## src/rtl/cacheline_burst_adapter.sv

```systemverilog
// Cache-line to memory-burst adapter: serves 256-bit line reads and write-backs
// as four 64-bit beats on the memory bus, holding the assembled fill line for the cache.
module cacheline_burst_adapter #(
    parameter int unsigned LINE_W  = 256,
    parameter int unsigned BURST_W = 64,
    localparam int unsigned BEATS  = LINE_W / BURST_W
) (
    input  logic               clk,
    input  logic               rst,
    input  logic [LINE_W-1:0]  line_i,
    output logic [LINE_W-1:0]  line_o,
    input  logic [31:0]        address_i,
    input  logic               read_i,
    input  logic               write_i,
    output logic               resp_o,
    input  logic [BURST_W-1:0] burst_i,
    output logic [BURST_W-1:0] burst_o,
    output logic [31:0]        address_o,
    output logic               read_o,
    output logic               write_o,
    input  logic               resp_i
);

    localparam int unsigned CNT_W = $clog2(BEATS);

    typedef enum logic [2:0] {
        StIdle,
        StRdBurst,
        StRdDone,
        StWrBurst,
        StWrDone
    } state_t;

    state_t             state_q, state_d;
    logic [CNT_W-1:0]   count_q;
    logic [LINE_W-1:0]  buffer_q;
    logic               last_beat;

    // The line is always 32-byte aligned, so the low address bits are never used.
    logic unused_addr_bits;
    assign unused_addr_bits = ^address_i[4:0];

    assign last_beat = (count_q == CNT_W'(BEATS - 1));

    always_ff @(posedge clk or posedge rst) begin
        if (rst) begin
            state_q <= StIdle;
        end else begin
            state_q <= state_d;
        end
    end

    always_comb begin
        state_d = state_q;
        unique case (state_q)
            StIdle: begin
                if (write_i) begin
                    state_d = StWrBurst;
                end else if (read_i) begin
                    state_d = StRdBurst;
                end
            end
            StRdBurst: if (resp_i && last_beat) state_d = StRdDone;
            StRdDone:  state_d = StIdle;
            StWrBurst: if (resp_i && last_beat) state_d = StWrDone;
            StWrDone:  state_d = StIdle;
            default:   state_d = StIdle;
        endcase
    end

    always_ff @(posedge clk or posedge rst) begin
        if (rst) begin
            count_q   <= '0;
            buffer_q  <= '0;
            line_o    <= '0;
            address_o <= '0;
            read_o    <= 1'b0;
            write_o   <= 1'b0;
        end else begin
            unique case (state_q)
                StIdle: begin
                    if (write_i || read_i) begin
                        address_o <= {address_i[31:5], 5'b0};
                        count_q   <= '0;
                        if (write_i) begin
                            buffer_q <= line_i;
                            write_o  <= 1'b1;
                        end else begin
                            read_o <= 1'b1;
                        end
                    end
                end
                StRdBurst: begin
                    if (resp_i) begin
                        line_o[count_q*BURST_W +: BURST_W] <= burst_i;
                        count_q <= count_q + 1'b1;
                        if (last_beat) read_o <= 1'b0;
                    end
                end
                StWrBurst: begin
                    if (resp_i) begin
                        count_q <= count_q + 1'b1;
                        if (last_beat) write_o <= 1'b0;
                    end
                end
                default: ;
            endcase
        end
    end

    assign resp_o  = (state_q == StRdDone) || (state_q == StWrDone);
    assign burst_o = (state_q == StWrBurst) ? buffer_q[count_q*BURST_W +: BURST_W] : '0;

endmodule

```

## config.mk

```make
export PLATFORM = sky130hd
export DESIGN_NAME = cacheline_burst_adapter
export DESIGN_NICKNAME = d
export VERILOG_FILES = /design/src/rtl/cacheline_burst_adapter.sv
export SDC_FILE = /design/constraint.sdc
export NUM_CORES = 1
export LEC_CHECK = 0
export CAP_MARGIN = 20
export CORE_AREA = 2 2 280 282
export DETAILED_ROUTE_END_ITERATION = 8
export DIE_AREA = 0 0 282 284
export PLACE_DENSITY = 0.59
export SYNTH_ARGS = -nofsm -noshare
export SYNTH_HDL_FRONTEND = slang
export SYNTH_SLANG_ARGS = --single-unit
```

## constraint.sdc

```tcl
create_clock -name clk -period 50.3 [get_ports clk]
set_input_delay 7.545 -clock clk [delete_from_list [all_inputs] [get_ports clk]]
set_output_delay 7.545 -clock clk [all_outputs]
set_load 0.05 [all_outputs]
```

==> impl_metrics.csv <==
group,metric,value,unit
outcome,status,"finished clean",
power,ir_drop,46.1,µV
yosys,synth_async_sr_flop_share,100,%
clocking,worstSkewPairLatency,630,ps
detailed_routing,vias_per_cell,4.97,
yosys,ys_seq_area_share,54.2,%
cells_and_area,fillCellCount,7005,
placed_design,gp_congestion,0.851,
power,cellPowerDensity,78.1,nW/µm²
clocking,cts_buffers,61,
detailed_routing,wire_per_inst,23.2,µm
grt,grt_use_total,20.8,%
clocking,cts_root_buf,"clkbuf_16",
sta,tns,0,ps
flow_run,maxCapViolations,0,
power,p_comb_share,53.6,%
floorplanning,std_cell_rows,102,
critical_path,path_delay_family,"buffers and inverters",
power,switching_share,44.6,%
power,internal-power,1.49,mW
grt,overflow,0,
clocking,h-tree-depth,2,
yosys,yosys_warnings,0,
cells_and_area,nets,2926,
power,seq_power_share,29.0,%
grt,grt_pass1_wl,127,mm
detailed_routing,dr_wl_met2,41.6,mm
grt,grt_pass1_vias,19200,
clocking,cts_hold_buf,0,
critical_path,worst-path-buf-inv,2,
yosys,synthDistinctLibCells,40,
floorplanning,ios,712,
critical_path,cp.required,42750,ps
yosys,synth_ff_type,"dfrtp_1",
cells_and_area,drive_gt1_share,18.7,%
detailed_routing,wl,85.0,mm
detailed_routing,drc,0,
floorplanning,die_area,80100,µm²
critical_path,critPathLaunchType,"register",
sta,rsz0062_at_grt,"false",
floorplanning,die_h,284,µm
placed_design,hpwl,57.1,mm
hold_path,min_path_type,"reg -> reg",
power,power.switching,1.20,mW
sta,period_share,23.1,%
floorplanning,start_util,32.7,%
detailed_routing,detail_route.iter0.violations,1453,
yosys,synth_enable_flop_cells,0,
critical_path,crit_chain,"buf_4, mux4_2, nor2b_1, clkdlybuf4s50_1",
grt,grt_antenna_before_repair,25,
power,p_clk_share,17.4,%
power,p_leak,14.3,nW
critical_path,slowest_stage,"clkdlybuf4s50_1",
clocking,cts_resized,0,
clocking,ctsLongestPathBuffers,3,
grt,grt_max_degree,157,
critical_path,rrSetupSlack,45620,ps
detailed_routing,wl_met3,8.41,mm
clocking,cts_sinks,546,
placed_design,numPortBuffers,701,
sta,finalCriticalPeriod,11600,ps
sta,drv_slew,0,
critical_path,path_class,"reg -> out",
clocking,clk_transition_reported_paths,60,ps
yosys,netlist_instances,1944,
sta,fmax,86.2,MHz
detailed_routing,num_vias,18200,
clocking,postCtsSetupBuffers,0,
critical_path,cpPeakStageDelay,910,ps
critical_path,arrival,4060,ps
sta,relSlewSlack,23.1,%
yosys,syn-cell-area,25200,µm²
floorplanning,core_area,77000,µm²
cells_and_area,area_growth,37.1,%
sta,skew,29.2,ps
critical_path,crit_fanout,41,
yosys,ys_ff_latch,546,
cells_and_area,final_util,44.9,%
detailed_routing,met1_length,31.8,mm
clocking,cts_tree,"built",
detailed_routing,routed.top_layer,"met5",
yosys,synth.avg_cell_area,13.0,µm²
sta,setup_viol,0,
sta,hold_violations,0,
critical_path,critPathCaptureType,"output port",
cells_and_area,multi_input_area,9250,µm²
floorplanning,die_x,282,µm
cells_and_area,regArea,13700,µm²
detailed_routing,ant_nets,0,
detailed_routing,dr.pass1.iters,6,
sta,tightest_slew,1150,ps
[worst reg2reg max path, delay by kind of cell, from the launching register on]
family	cells	cell delay [ps]
mux	1	430
buf+inv	3	2680
simple gates	2	980
flops	1	480
[sequential cells by signal, indices dropped and copies added, names as in the netlist]
register / flops
read_o: 1
state_q: 3
count_q: 2
line_o: 256
write_o: 1
buffer_q: 256
address_o: 27
[logic make-up after synthesis]
kind of cell | after synthesis | share of synthesized area, %
mux | 348 | 22.0
xor+xnor | 1 | 0.0348
simple gates | 343 | 8.67
flops | 546 | 54.2
fa+ha+maj | 5 | 0.248
buf+inv | 434 | 9.43
other cells | 1 | 0.0149
compound gates | 266 | 5.37
[area by class of cell]
type	count	share of cell area [%]
repair buffers	725	20.9
clock inverters	26	1.01
diodes	13	0.0942
inverters	262	2.87
multi-input cells	968	26.8
well taps	1040	3.77
clock buffers	86	5.04
flip-flops and latches	546	39.6
[cells in the mapped netlist, types with 2 or more instances]
| library cell | instances | area share, % |
|---|---|---|
| dfrtp_1 | 546 | 54 |
| inv_1 | 262 | 3.9 |
| nand4_1 | 256 | 6.4 |
| o21ai_1 | 256 | 5.1 |
| mux2_4 | 240 | 14 |
| nor2b_1 | 65 | 1.6 |
| mux4_2 | 64 | 5.7 |
| buf_2 | 52 | 1.0 |
| mux2_2 | 43 | 1.9 |
| clkbuf_1 | 38 | 0.57 |
| buf_6 | 30 | 1.3 |
| buf_12 | 26 | 2.1 |
| buf_1 | 17 | 0.25 |
| buf_4 | 9 | 0.27 |
| ha_1 | 5 | 0.25 |
| and2_1 | 4 | 0.099 |
| nor2_1 | 4 | 0.060 |
| a21oi_1 | 2 | 0.040 |
| a22o_1 | 2 | 0.070 |
| nand2_1 | 2 | 0.030 |
| nor4b_2 | 2 | 0.12 |
[per-layer routing]
metal | global-route usage [%] | up-vias
li1 | - | 8071
met2 | 34.5 | 755
met3 | 8.04 | 172
met5 | 0 | -
met1 | 24.1 | 9204
met4 | 7.89 | 24
[metrics by stage]
stage               worst slack, ps  cell area [µm²]  std cells  hold WS, ps  total power, mW
floorplan                     27490            25200       1948          475             1.76
global placement              38250            32400       3541          486             2.22
detailed placement            38170            32400       3541          491             2.24
CTS                           38570            34500       3653          507             2.72
global route                  38440            34500       3665          510             2.82
finish                        38700            34500       3666          503             2.70
[path summary, 6_finish.rpt]
kind / start / to / depth (start not counted)
min in group asynchronous: rst / line_o[176] / 2
worst max register to register: state_q[1] / buffer_q[83] / 6
worst min-delay path: write_o / write_o / 2
worst min register to register: write_o / write_o / 2
worst max-delay path: count_q[0] / burst_o[0] / 4
max in group asynchronous: rst / line_o[146] / 4
[power by group through the flow]
stage | Clock (mW) | Sequential, mW | Combinational (mW)
6_report | 0.470 | 0.781 | 1.45
5_1_grt | 0.501 | 0.807 | 1.51
4_1_cts | 0.482 | 0.783 | 1.46
3_5_place_dp | 0 | 0.786 | 1.45
3_3_place_gp | 0 | 0.776 | 1.44
2_1_floorplan | 0 | 1.09 | 0.674
[cell usage in the layout, fill, tap and decap left out, drive strengths merged, types with 2 or more instances in the layout]
master         netlist  layout
nor2                 4       4
mux4                64      64
dfrtp              546     546
bufinv               0       8
nand4              256     256
buf                134      24
mux2               283     283
and4bb               2       2
nor2b               65      65
ha                   5       5
nand2                2       2
nor3b                2       2
diode                0      13
clkbuf              38      86
conb                 1       5
o21ai              256     256
nor4b                2       2
a22o                 2       2
a21oi                2       2
clkinv               0      14
inv                262     265
and2                 5       5
clkdlybuf4s50        0     701
Power figures use the tool's default switching activity.
